## config.mk

```make
export PLATFORM = sky130hd
export DESIGN_NAME = servo_sequencer
export DESIGN_NICKNAME = d
export VERILOG_FILES = /design/src/rtl/servo_pkg.sv /design/src/rtl/servo_sequencer_slew.sv /design/src/rtl/servo_sequencer.sv
export SDC_FILE = /design/constraint.sdc
export NUM_CORES = 1
export LEC_CHECK = 0
export CAP_MARGIN = 20
export CORE_ASPECT_RATIO = 0.8
export CORE_UTILIZATION = 42
export CTS_BUF_LIST = sky130_fd_sc_hd__clkbuf_4 sky130_fd_sc_hd__clkbuf_8
export CTS_CLUSTER_SIZE = 40
export DETAILED_ROUTE_END_ITERATION = 8
export HOLD_SLACK_MARGIN = 0.12
export PLACE_DENSITY = 0.54
export SYNTH_ARGS = -nofsm -noshare
export SYNTH_HDL_FRONTEND = slang
export SYNTH_HIERARCHICAL = 1
export SYNTH_SLANG_ARGS = --single-unit
export TNS_END_PERCENT = 20
```

## constraint.sdc

```tcl
create_clock -name clk -period 8.2 [get_ports clk]
set_input_delay 0.82 -clock clk [delete_from_list [all_inputs] [get_ports clk]]
set_output_delay 0.82 -clock clk [all_outputs]
set_load 0.03 [all_outputs]
```

## src/rtl/servo_pkg.sv

```systemverilog
// servo_pkg: shared defaults, sequencer state encoding and width clamp for the servo sequencer
package servo_pkg;
  localparam int unsigned DEF_PWM_PERIOD = 1000000;
  localparam int unsigned DEF_MIN_HIGH   = 50000;
  localparam int unsigned DEF_MAX_HIGH   = 100000;
  localparam int unsigned DEF_CENTER     = 75000;
  localparam int unsigned DEF_MAX_STEP   = 500;
  typedef enum logic [1:0] {IDLE, RUN, UPDATE} state_e;
  function automatic int unsigned clamp(input int unsigned w, input int unsigned lo, input int unsigned hi);
    return w < lo ? lo : w > hi ? hi : w;
  endfunction
endpackage

```

## src/rtl/servo_sequencer_slew.sv

```systemverilog
// servo_slew: one channel's target/active widths, per-frame bounded slew and registered PWM compare
module servo_slew import servo_pkg::*; #(
  parameter int unsigned CNT_W    = 20,
  parameter int unsigned MIN_HIGH = DEF_MIN_HIGH,
  parameter int unsigned MAX_HIGH = DEF_MAX_HIGH,
  parameter int unsigned CENTER   = DEF_CENTER,
  parameter int unsigned MAX_STEP = DEF_MAX_STEP
) (
  input  logic             clk,
  input  logic             rst_n,
  input  logic             we_i,
  input  logic [CNT_W-1:0] width_i,
  input  logic             update_i,
  input  logic             run_i,
  input  logic [CNT_W-1:0] cnt_i,
  output logic             pwm_o,
  output logic             diff_o
);
  localparam logic [CNT_W-1:0] STEP = CNT_W'(MAX_STEP);
  logic [CNT_W-1:0] target_q, target_d, active_q, active_d;
  logic up;
  assign up = target_q > active_q;
  assign diff_o = active_q != target_q;
  always_comb begin
    target_d = we_i ? CNT_W'(clamp(32'(width_i), MIN_HIGH, MAX_HIGH)) : target_q;
    // compare before subtracting so neither direction can wrap
    active_d = !update_i ? active_q
             : up ? (target_q - active_q <= STEP ? target_q : active_q + STEP)
             : (active_q - target_q <= STEP ? target_q : active_q - STEP);
  end
  always_ff @(posedge clk or negedge rst_n)
    if (!rst_n) begin
      target_q <= CNT_W'(CENTER);
      active_q <= CNT_W'(CENTER);
      pwm_o    <= 1'b0;
    end else begin
      target_q <= target_d;
      active_q <= active_d;
      pwm_o    <= run_i && cnt_i < active_q;
    end
endmodule

```

## src/rtl/servo_sequencer.sv

```systemverilog
// servo_sequencer: shared frame counter, frame FSM and command decode driving NUM_CH slewing servo PWM channels
module servo_sequencer import servo_pkg::*; #(
  parameter int unsigned NUM_CH     = 5,
  parameter int unsigned CH_W       = 3,
  parameter int unsigned CNT_W      = 20,
  parameter int unsigned PWM_PERIOD = DEF_PWM_PERIOD,
  parameter int unsigned MIN_HIGH   = DEF_MIN_HIGH,
  parameter int unsigned MAX_HIGH   = DEF_MAX_HIGH,
  parameter int unsigned CENTER     = DEF_CENTER,
  parameter int unsigned MAX_STEP   = DEF_MAX_STEP
) (
  input  logic              clk,
  input  logic              rst_n,
  input  logic              enable,
  input  logic              cmd_valid,
  output logic              cmd_ready,
  input  logic [CH_W-1:0]   cmd_ch,
  input  logic [CNT_W-1:0]  cmd_width,
  output logic              cmd_err,
  output logic [NUM_CH-1:0] pwm_out,
  output logic              frame_start,
  output logic              busy
);
  state_e state_q, state_d;
  logic [CNT_W-1:0] cnt_q, cnt_d;
  logic [NUM_CH-1:0] diff;
  logic rdy_q, err_q, fs_q, busy_q, upd, acc, run;
  assign upd = state_q == UPDATE;
  assign cmd_ready = rdy_q && !upd;
  assign acc = cmd_valid && cmd_ready;
  assign run = enable && state_q != IDLE;
  assign cmd_err = err_q;
  assign frame_start = fs_q;
  assign busy = busy_q;
  // UPDATE occupies the last counter value of a frame, so it is entered from counter PERIOD-2
  always_comb begin
    state_d = !enable ? IDLE : state_q == RUN && cnt_q == CNT_W'(PWM_PERIOD - 2) ? UPDATE : RUN;
    cnt_d = !enable || state_q != RUN ? '0 : cnt_q + CNT_W'(1);
  end
  always_ff @(posedge clk or negedge rst_n)
    if (!rst_n) begin
      state_q <= IDLE;
      cnt_q   <= '0;
      rdy_q   <= 1'b0;
      err_q   <= 1'b0;
      fs_q    <= 1'b0;
      busy_q  <= 1'b0;
    end else begin
      state_q <= state_d;
      cnt_q   <= cnt_d;
      rdy_q   <= 1'b1;
      err_q   <= acc && 32'(cmd_ch) >= NUM_CH;
      fs_q    <= run && cnt_q == '0;
      busy_q  <= |diff;
    end
  for (genvar i = 0; i < NUM_CH; i++) begin : g_ch
    servo_slew #(
      .CNT_W(CNT_W), .MIN_HIGH(MIN_HIGH), .MAX_HIGH(MAX_HIGH), .CENTER(CENTER), .MAX_STEP(MAX_STEP)
    ) u_slew (
      .clk(clk),
      .rst_n(rst_n),
      .we_i(acc && 32'(cmd_ch) == i),
      .width_i(cmd_width),
      .update_i(upd),
      .run_i(run),
      .cnt_i(cnt_q),
      .pwm_o(pwm_out[i]),
      .diff_o(diff[i])
    );
  end
endmodule

```

# Word level (Yosys, flattened, before mapping)
# Index checks and enable logic that the tools add are counted.
word_totals:
  elab_cells: 121
  output_inout_bits: 9
  input_bits: 27
  reg_bits: 231
classes:
  muxes: 20
  n_addsub: 21
  eq_ne: 13
  n_reduce_logical: 23
  order_cmp: 23
ops:
  columns: ["cell", "count"]
  rows:
  - ["$mux W20", 18]
  - ["$le A20 B9 Y1 const B", 10]
  - ["$sub A20 B20 Y20", 10]
  - ["$add A20 B9 Y20 const B", 5]
  - ["$gt A20 B20 Y1", 5]
  - ["$lt A20 B20 Y1", 5]
  - ["$ne A20 B20 Y1", 5]
  - ["$sub A20 B9 Y20 const B", 5]
  - ["$add A20 B1 Y20 const B", 1]
  - ["$eq A20 B20 Y1 const B", 1]
  - ["$gt A20 B17 Y1 const B", 1]
  - ["$logic_not A20 Y1", 1]
  - ["$lt A20 B16 Y1 const B", 1]
  - ["$logic_and A1 B1 Y1", 16]
  - ["$eq A3 B2 Y1 const B", 2]
  - ["$reduce_or A5 Y1", 1]
  - ["$mux W2", 2]
  - ["$eq A3 B1 Y1 const B", 1]
  - ["$eq A3 B3 Y1 const B", 1]
  - ["$ge A3 B3 Y1 const B", 1]
  - ["$logic_not A3 Y1", 1]
  - ["$eq A2 B1 Y1 const B", 1]
  - ["$eq A2 B2 Y1 const B", 1]
  - ["$logic_not A1 Y1", 2]
  - ["3 further kinds", 3]

# Depth between registers and ports, before layout
# Gate-level depths: netlist of the first run.
depth:
  depth_word: 5
  mapped_depth: 15
  ltp_nobuf: 12

# Hierarchy
# Netlist of the first run, hierarchy kept.
by_module_without_submodules:
  columns: ["module", "n_inst", "seq_area_each_um2", "area_per_inst_um2", "cells_each"]
  rows:
  - ["servo_slew at g_ch[0].u_slew ...", 4, 1046.0, 5455.2, 715]
  - ["servo_slew at g_ch[1].u_slew", 1, 1046.0, 5416.4, 707]
  - ["servo_sequencer", 1, 650.6, 1375.1, 150]

# Worst setup path before layout of the first run
# OpenSTA, ideal clock, no wires.
synth_path:
  path_type: "register to register"
  from: "reg g_ch[0].u_slew.active_q[4]"
  to: "reg g_ch[0].u_slew.active_q[2]"
  arrival_ps: 3466
  stages_incl_launch_ff: 15
  setup_time_ps: 75
  path_buffers: 2
  setup_slack_ps: 4659
  synth_period_minus_slack_ps: 3541
  cell_sequence: "dfstp_2 clkbuf_1 inv_1 ha_1 buf_6 or2_4 a21o_1 o41a_4 a221o_1 xor2_1 nor4_4 nand4_4 mux2_4 mux2_4 o21ai_2"
synth_between:
  elab_chain_len: 4
  elab_cells_between_ends: 8
synth_rtl:
  columns: ["item", "line_no", "source"]
  rows:
  - ["start: declaration", "servo_sequencer_slew.sv:20", "logic [CNT_W-1:0] target_q, target_d, active_q, active_d;"]
  - ["start signal: assignment", "servo_sequencer_slew.sv:34", "active_q <= CNT_W'(CENTER);"]
  - ["start signal: assignment", "servo_sequencer_slew.sv:38", "active_q <= active_d;"]
  - ["$sub A20 B20 Y20 (on tied branches)", "servo_sequencer_slew.sv:29, servo_sequencer_slew.sv:28", null]
  - ["$le A20 B9 Y1 (on tied branches)", "servo_sequencer_slew.sv:29, servo_sequencer_slew.sv:28", null]
  - ["$mux W20 (on tied branches)", "servo_sequencer_slew.sv:29, servo_sequencer_slew.sv:28", null]
  - ["$mux W20 *", "servo_sequencer_slew.sv:28", ": up ? (target_q - active_q <= STEP ? target_q : active_q + STEP)"]
# Every way passes the cells marked *; elsewhere a longest branch is shown, timed or not.
# A chain may end at the register's enable or synchronous reset.

# Worst setup path after layout of the first run
layout_path:
  from: "reg g_ch[0].u_slew.target_q[7]"
  to: "reg g_ch[0].u_slew.active_q[5]"
layout_between:
  elab_chain_len: 4
  elab_cells_between_ends: 8
layout_rtl:
  columns: ["item", "line_no", "source"]
  rows:
  - ["start: declaration", "servo_sequencer_slew.sv:20", null]
  - ["start signal: assignment", "servo_sequencer_slew.sv:33", "target_q <= CNT_W'(CENTER);"]
  - ["start signal: assignment", "servo_sequencer_slew.sv:37", "target_q <= target_d;"]
  - ["$sub A20 B20 Y20 (on tied branches)", "servo_sequencer_slew.sv:29, servo_sequencer_slew.sv:28", null]
  - ["$le A20 B9 Y1 (on tied branches)", "servo_sequencer_slew.sv:29, servo_sequencer_slew.sv:28", null]
  - ["$mux W20 (on tied branches)", "servo_sequencer_slew.sv:29, servo_sequencer_slew.sv:28", null]
  - ["$mux W20 *", "servo_sequencer_slew.sv:28", null]
# Marked as above.

==> impl_metrics.env, run 1 <==
export IMPL_cp_start_kind="flip-flop"
export IMPL_drc=0
export IMPL_h_tree_depth=2
export IMPL_max_cap_violations=0
export IMPL_cts_tree="done"
export IMPL_rsz0062_at_grt="no"
export IMPL_ant_nets=0
export IMPL_fill_cells=6879
export IMPL_pwr_share_seq_pct=26.8
export IMPL_hold_path_class="reg2reg"
export IMPL_cp_arrival_ns=5.28
export IMPL_synth_net_count=4047
export IMPL_synthArstFlopShare_pct=100.0
export IMPL_dpl_hpwl_um=78610
export IMPL_period_minus_slack_ns=4.761
export IMPL_wire_per_inst_um=23.02
export IMPL_start_util_pct=42.50
export IMPL_grt_pass1_wl_um=164900
export IMPL_final_cell_mix="o21ai_0 (316), ha_1 (303), nor2_1 (297), a21oi_1 (288), nand2_1 (282)"
export IMPL_drt_wl_total_um=106400
export IMPL_hold_viol=0
export IMPL_std_cell_rows=85
export IMPL_antenna_found_initial=3
export IMPL_final_area_mm2=0.03062
export IMPL_finalClockSkew_ns=0.04824
export IMPL_power_frac_comb_pct=47.3
export IMPL_synth_edf_count=0
export IMPL_synth_area_mm2=0.02861
export IMPL_drive_gt1_share_pct=8.093
export IMPL_die_x_um=293.8
export IMPL_power_leakage_nw=12.80
export IMPL_first_iter_violations=3174
export IMPL_clock_sinks=231
export IMPL_clock_path_buffers=3
export IMPL_routabilityCongestion=0.9129
export IMPL_status="complete, no violations"
export IMPL_worst_pin_slew_ns=1.051
export IMPL_synth_cells=3717
export IMPL_fp_dieH_um=235.5
export IMPL_placed_area_mm2=0.02956
export IMPL_power_density_mw_per_mm2=169.8
export IMPL_avgSynthCellArea_um2=7.698
export IMPL_portBuffers=35
export IMPL_report_final_setup_viol=0
export IMPL_dr_pass1_iters=5
export IMPL_synth_mux_area_share_pct=4.508
export IMPL_p_int_mw=2.876
export IMPL_grt_pass1_vias=26910
export IMPL_critPathKind="reg2reg"
export IMPL_synth_main_ff_cell="dfrtp_1"
export IMPL_cpMaxStageDelayCell="nor4_1"
export IMPL_die_area_mm2=0.06918
export IMPL_r2r_slack_ns=3.44
export IMPL_synthAdderAreaFrac_pct=13.25
export IMPL_cp_max_fo=22
export IMPL_cts_made_buffers=47
export IMPL_finalSetupTns_ns=0
export IMPL_cts_setup_buffers=0
export IMPL_p_clk_share_pct=25.9
export IMPL_synth_xor_area_share_pct=4.439
export IMPL_max_freq_ghz=0.2100
export IMPL_p_total_mw=5.200
export IMPL_layout_commonest_cell="o21ai_0"
export IMPL_place_ws_ns=3.640
export IMPL_syn2layout_area_growth_pct=7.006
export IMPL_slew_violations=0
export IMPL_power_switching_mw=2.324
export IMPL_core_area_mm2=0.06732
export IMPL_ys_warn_count=6
export IMPL_vias=29310
export IMPL_cp_slowest_stage_delay_ns=0.57
export IMPL_final_setup_worst_slack_ns=3.439
export IMPL_track_usage_pct=30.06
export IMPL_slew_headroom_pct=29.69
export IMPL_io_pins=36
export IMPL_final_nets=4000
export IMPL_required_ns=8.72
export IMPL_grt_overflow=0
export IMPL_viasPerCell=6.341
export IMPL_fin_crit_sh_pct=58.06
export IMPL_ys_types=98
export IMPL_irDropWorstVdd_mv=0.1279
export IMPL_hold_slack_ns=0.5190
export IMPL_switching_share_pct=44.69
export IMPL_clkLatencyLatePin_ns=0.65
export IMPL_grt_max_degree=70
export IMPL_clockRootBuffer="clkbuf_8"
export IMPL_cp_cell_sequence="inv_1, ha_1, nand2_1, nor2_2, o21ai_0, nor3b_1, nor4_1, nor4_1, nand4_1, buf_4, nand2_1, o311ai_0, a211oi_1"
export IMPL_synth_top_family_by_area="compound AO/OA/AOI/OAI gates"
export IMPL_synthSimpleGateAreaFrac_pct=21.46
export IMPL_clkSlewWorstSetupHoldPaths_ns=0.07
export IMPL_synth_compound_area_share_pct=29.53
export IMPL_endpoint_kind="flip-flop"
export IMPL_ys_seq_elements=231
export IMPL_yosysSeqAreaShare_pct=20.55
==> cells by family after synthesis <==
family | count (synthesis)
AOI/OAI and AO/OA | 1284
and+or+nand+nor | 1206
buffers and inverters | 423
adders and majority gates | 303
DFF | 231
xor gates and xnor gates | 145
muxes | 124
other | 1
==> state kept, by name, indices dropped and copies added (netlist names) <==
| name | flops |
|---|---|
| g_ch.u_slew/pwm_o | 5 |
| busy | 1 |
| cmd_err | 1 |
| rdy_q | 1 |
| state_q | 2 |
| frame_start | 1 |
| cnt_q | 20 |
| g_ch.u_slew/target_q | 100 |
| g_ch.u_slew/active_q | 100 |
==> Yosys cell counts (28+ instances only) <==
| library cell | n | area (um^2) |
|---|---|---|
| a21o_1 | 83 | 623.1 |
| o22ai_1 | 56 | 350.3 |
| nand2_1 | 282 | 1059 |
| clkbuf_1 | 100 | 375.4 |
| dfrtp_1 | 151 | 3779 |
| mux2i_1 | 109 | 1091 |
| ha_1 | 303 | 3791 |
| nor4_1 | 56 | 350.3 |
| buf_2 | 42 | 210.2 |
| o21ai_1 | 32 | 160.2 |
| o21a_1 | 38 | 285.3 |
| nor2b_1 | 39 | 244.0 |
| nand3_1 | 100 | 500.5 |
| nand4_1 | 81 | 506.7 |
| or3_1 | 44 | 275.3 |
| inv_1 | 251 | 942.2 |
| and3_1 | 31 | 193.9 |
| o21ai_0 | 316 | 1582 |
| nor2_1 | 299 | 1122 |
| xor2_1 | 28 | 245.2 |
| nand2b_1 | 45 | 281.5 |
| a31oi_1 | 58 | 362.9 |
| nor3_1 | 114 | 570.6 |
| xnor2_1 | 117 | 1025 |
| a21oi_1 | 288 | 1441 |
| o211ai_1 | 49 | 367.9 |
| a211oi_1 | 51 | 382.9 |
| dfstp_2 | 80 | 2102 |
==> through the flow <==
stage          std cells  util [%]
2_1_floorplan       3717         -
3_3_place_gp        4533     43.91
3_5_place_dp        4533     43.91
4_1_cts             4620     45.47
5_1_grt             4620     45.47
6_report            4622     45.48
==> per-layer routing <==
layer / wire [um] / GRT usage [%] / vias to the layer above
met4: 2157 / 7.008 / 0
met3: 8879 / 4.862 / 152
met5: 0 / 0 / -
met2: 44110 / 43.22 / 1204
met1: 51250 / 46.09 / 14180
li1: - / - / 13770
==> timing repair <==
action,in CTS,in global routing
hold buffers,1,0
hold endpoints to repair,30,0
resized for setup,0,0
==> final timing paths <==
kind,startpoint,endpoint,cells past startpoint
max in group asynchronous,rst_n,g_ch[0].u_slew/active_q[19],4
min reg2reg,g_ch[1].u_slew/target_q[6],g_ch[1].u_slew/target_q[6],2
min in group asynchronous,rst_n,g_ch[3].u_slew/target_q[17],2
min,g_ch[1].u_slew/target_q[6],g_ch[1].u_slew/target_q[6],2
max,g_ch[0].u_slew/target_q[7],g_ch[0].u_slew/active_q[5],13
max reg2reg,g_ch[0].u_slew/target_q[7],g_ch[0].u_slew/active_q[5],13
==> power groups by stage <==
stage | registers [mW] | logic, mW | clock network (mW)
after global routing | 1.41 | 2.68 | 1.44
after floorplan | 1.37 | 1.77 | 0
after global placement | 1.41 | 2.41 | 0
after detailed placement | 1.41 | 2.39 | 0
final | 1.39 | 2.46 | 1.35
after CTS | 1.39 | 2.40 | 1.38
==> cell type report <==
| class | count | area [um^2] | area share, % |
|---|---|---|---|
| Multi-Input combinational cell | 3063 | 20960 | 68.46 |
| Sequential cell | 231 | 5881 | 19.21 |
| Tap cell | 913 | 1142 | 3.731 |
| Clock buffer | 83 | 1017 | 3.322 |
| Inverter | 256 | 960.9 | 3.139 |
| Timing Repair Buffer | 71 | 628.1 | 2.051 |
| Clock inverter | 3 | 21.27 | 0.06947 |
| Antenna cell | 2 | 5.005 | 0.01635 |
==> critical path, delay by kind of cell, from the launching register on <==
| kind | cells | cell delay [ns] |
|---|---|---|
| buffers and inverters | 2 | 0.40 |
| AOI/OAI and AO/OA | 3 | 0.95 |
| and+or+nand+nor | 7 | 2.19 |
| adders and majority gates | 1 | 0.55 |
| DFF | 1 | 0.55 |
Note: power is estimated with default switching activity, not from simulation.
==> run 2: changes to the inputs <==
clock period = 4.5 ns   (was 8.2 ns; I/O delays follow)
==> run 2 against run 1 <==
  * Sequential cell count is the same
  * Clock skew is 0.022 ns lower
  * Worst hold slack worse by 0.18 ns
  * Sequential power grew 83%
  * First-iteration DRC count is 4.9% higher
  * Clock-buffer cell count shrank 13
  * Core utilization rose by 0.79 points
==> impl_metrics.env, run 2 (synthesis gave the netlist of run 1 again) <==
export IMPL_placed_area_mm2=0.03001
export IMPL_cpMaxStageDelayCell="ha_1"
export IMPL_cp_start_kind="flip-flop"
export IMPL_die_x_um=293.8
export IMPL_rsz0062_at_grt="no"
export IMPL_power_density_mw_per_mm2=316.6
export IMPL_cp_slowest_stage_delay_ns=0.60
export IMPL_routabilityCongestion=0.9440
export IMPL_power_leakage_nw=13.09
export IMPL_std_cell_rows=85
export IMPL_drt_wl_total_um=107700
export IMPL_drc=0
export IMPL_period_minus_slack_ns=4.213
export IMPL_fin_cells=4679
export IMPL_vias=29470
export IMPL_grt_pass1_vias=27070
export IMPL_slew_headroom_pct=21.31
export IMPL_die_area_mm2=0.06918
export IMPL_cp_cell_sequence="inv_1, ha_1, nand2_1, or3_1, o211ai_1, o211ai_1, and3_1, nor4b_1, and4b_1, and2_1, o21ai_1, o221a_1"
export IMPL_ant_nets=0
export IMPL_status="complete, no violations"
export IMPL_antenna_found_initial=3
export IMPL_start_util_pct=42.50
export IMPL_finalSetupTns_ns=0
export IMPL_clkSlewWorstSetupHoldPaths_ns=0.07
export IMPL_largestRegisters="g_ch.u_slew/active_q (100), g_ch.u_slew/target_q (100), cnt_q (20)"
export IMPL_grt_pass1_wl_um=164900
export IMPL_first_iter_violations=3331
export IMPL_required_ns=5.03
export IMPL_cp_max_fo=12
export IMPL_io_pins=36
export IMPL_max_freq_ghz=0.2373
export IMPL_hold_path_class="in2async"
export IMPL_hold_slack_ns=0.3422
export IMPL_irDropWorstVdd_mv=0.2040
export IMPL_viasPerCell=6.299
export IMPL_p_total_mw=9.860
export IMPL_crit_buf_inv=1
export IMPL_cp_top_family="simple AND/OR/NAND/NOR gates"
export IMPL_syn2layout_area_growth_pct=8.855
export IMPL_grt_max_degree=109
export IMPL_clock_sinks=231
export IMPL_dr_pass1_iters=6
export IMPL_grt_overflow=0
export IMPL_hold_viol=0
export IMPL_layout_commonest_cell="o21ai_0"
export IMPL_h_tree_depth=2
export IMPL_drive_gt1_share_pct=9.562
export IMPL_track_usage_pct=30.27
export IMPL_slew_violations=0
export IMPL_endpoint_kind="flip-flop"
export IMPL_finalClockSkew_ns=0.02647
export IMPL_max_cap_violations=0
export IMPL_cp_arrival_ns=4.74
export IMPL_dp_cells=4589
export IMPL_clkLatencyLatePin_ns=0.65
export IMPL_crit_path_frequent_cell="o211ai_1"
export IMPL_worst_pin_slew_ns=1.177
export IMPL_critPathKind="reg2reg"
export IMPL_dpl_hpwl_um=80630
export IMPL_cts_tree="done"
export IMPL_final_nets=4056
export IMPL_clockRootBuffer="clkbuf_8"
export IMPL_final_cell_mix="o21ai_0 (316), ha_1 (303), nor2_1 (296), a21oi_1 (288), nand2_1 (281)"
export IMPL_final_area_mm2=0.03115
export IMPL_fin_crit_sh_pct=93.63
export IMPL_clock_path_buffers=3
export IMPL_fp_dieH_um=235.5
export IMPL_report_final_setup_viol=0
export IMPL_portBuffers=35
export IMPL_core_area_mm2=0.06732
export IMPL_r2r_slack_ns=0.29
export IMPL_cts_made_buffers=47
export IMPL_wire_per_inst_um=23.02
==> run 2: repair_timing <==
item / CTS / global route
buffers inserted: 0 / 0
hold buffers: 1 / 0
gates resized for setup: 0 / 2
hold endpoints to repair: 52 / 0
endpoints found under the setup margin: 0 / 2
==> run 2: power breakdown <==
group | internal (mW) | switching (mW) | total, mW
Clock | 1.57 | 1.12 | 2.68
Combinational | 1.61 | 3.03 | 4.64
Sequential | 2.33 | 0.215 | 2.54
Total | 5.50 | 4.36 | 9.86
==> run 2: final timing paths <==
| path | startpoint | end | depth (start not counted) |
|---|---|---|---|
| worst max-delay path | g_ch[1].u_slew/target_q[10] | g_ch[1].u_slew/active_q[19] | 12 |
| min in group clk | cmd_valid | cmd_err | 3 |
| worst min-delay path | rst_n | g_ch[3].u_slew/target_q[17] | 2 |
| max in group asynchronous | rst_n | g_ch[0].u_slew/target_q[13] | 3 |
| worst max register to register | g_ch[1].u_slew/target_q[10] | g_ch[1].u_slew/active_q[19] | 12 |
| worst min register to register | g_ch[2].u_slew/active_q[19] | g_ch[2].u_slew/active_q[19] | 1 |
==> run 2: layer usage <==
| layer | vias to the layer above | GRT usage (%) | routed length, um |
|---|---|---|---|
| met2 | 1347 | 43.22 | 43980 |
| met3 | 159 | 6.052 | 9999 |
| li1 | 13870 | - | - |
| met1 | 14090 | 45.47 | 50970 |
| met5 | - | 0.3484 | 18 |
| met4 | 4 | 8.254 | 2726 |
==> run 2: layout make-up <==
cell class                 count  area (um^2)
inverter                     256        960.9
tap                          913         1142
clock buffer                  70        894.6
multi-input combinational   3063        20970
clock inverter                18        225.2
sequential                   231         5881
fill                        6870        36170
timing repair buffer         127         1074
antenna                        1        2.502
==> run 2: through the flow <==
stage               setup WS (ns)  utilization, %
finish                     0.2867           46.27
global route              0.02757           46.26
floorplan                  0.9590               -
CTS                        0.3679           46.25
global placement           0.3481           44.58
detailed placement         0.3772           44.58
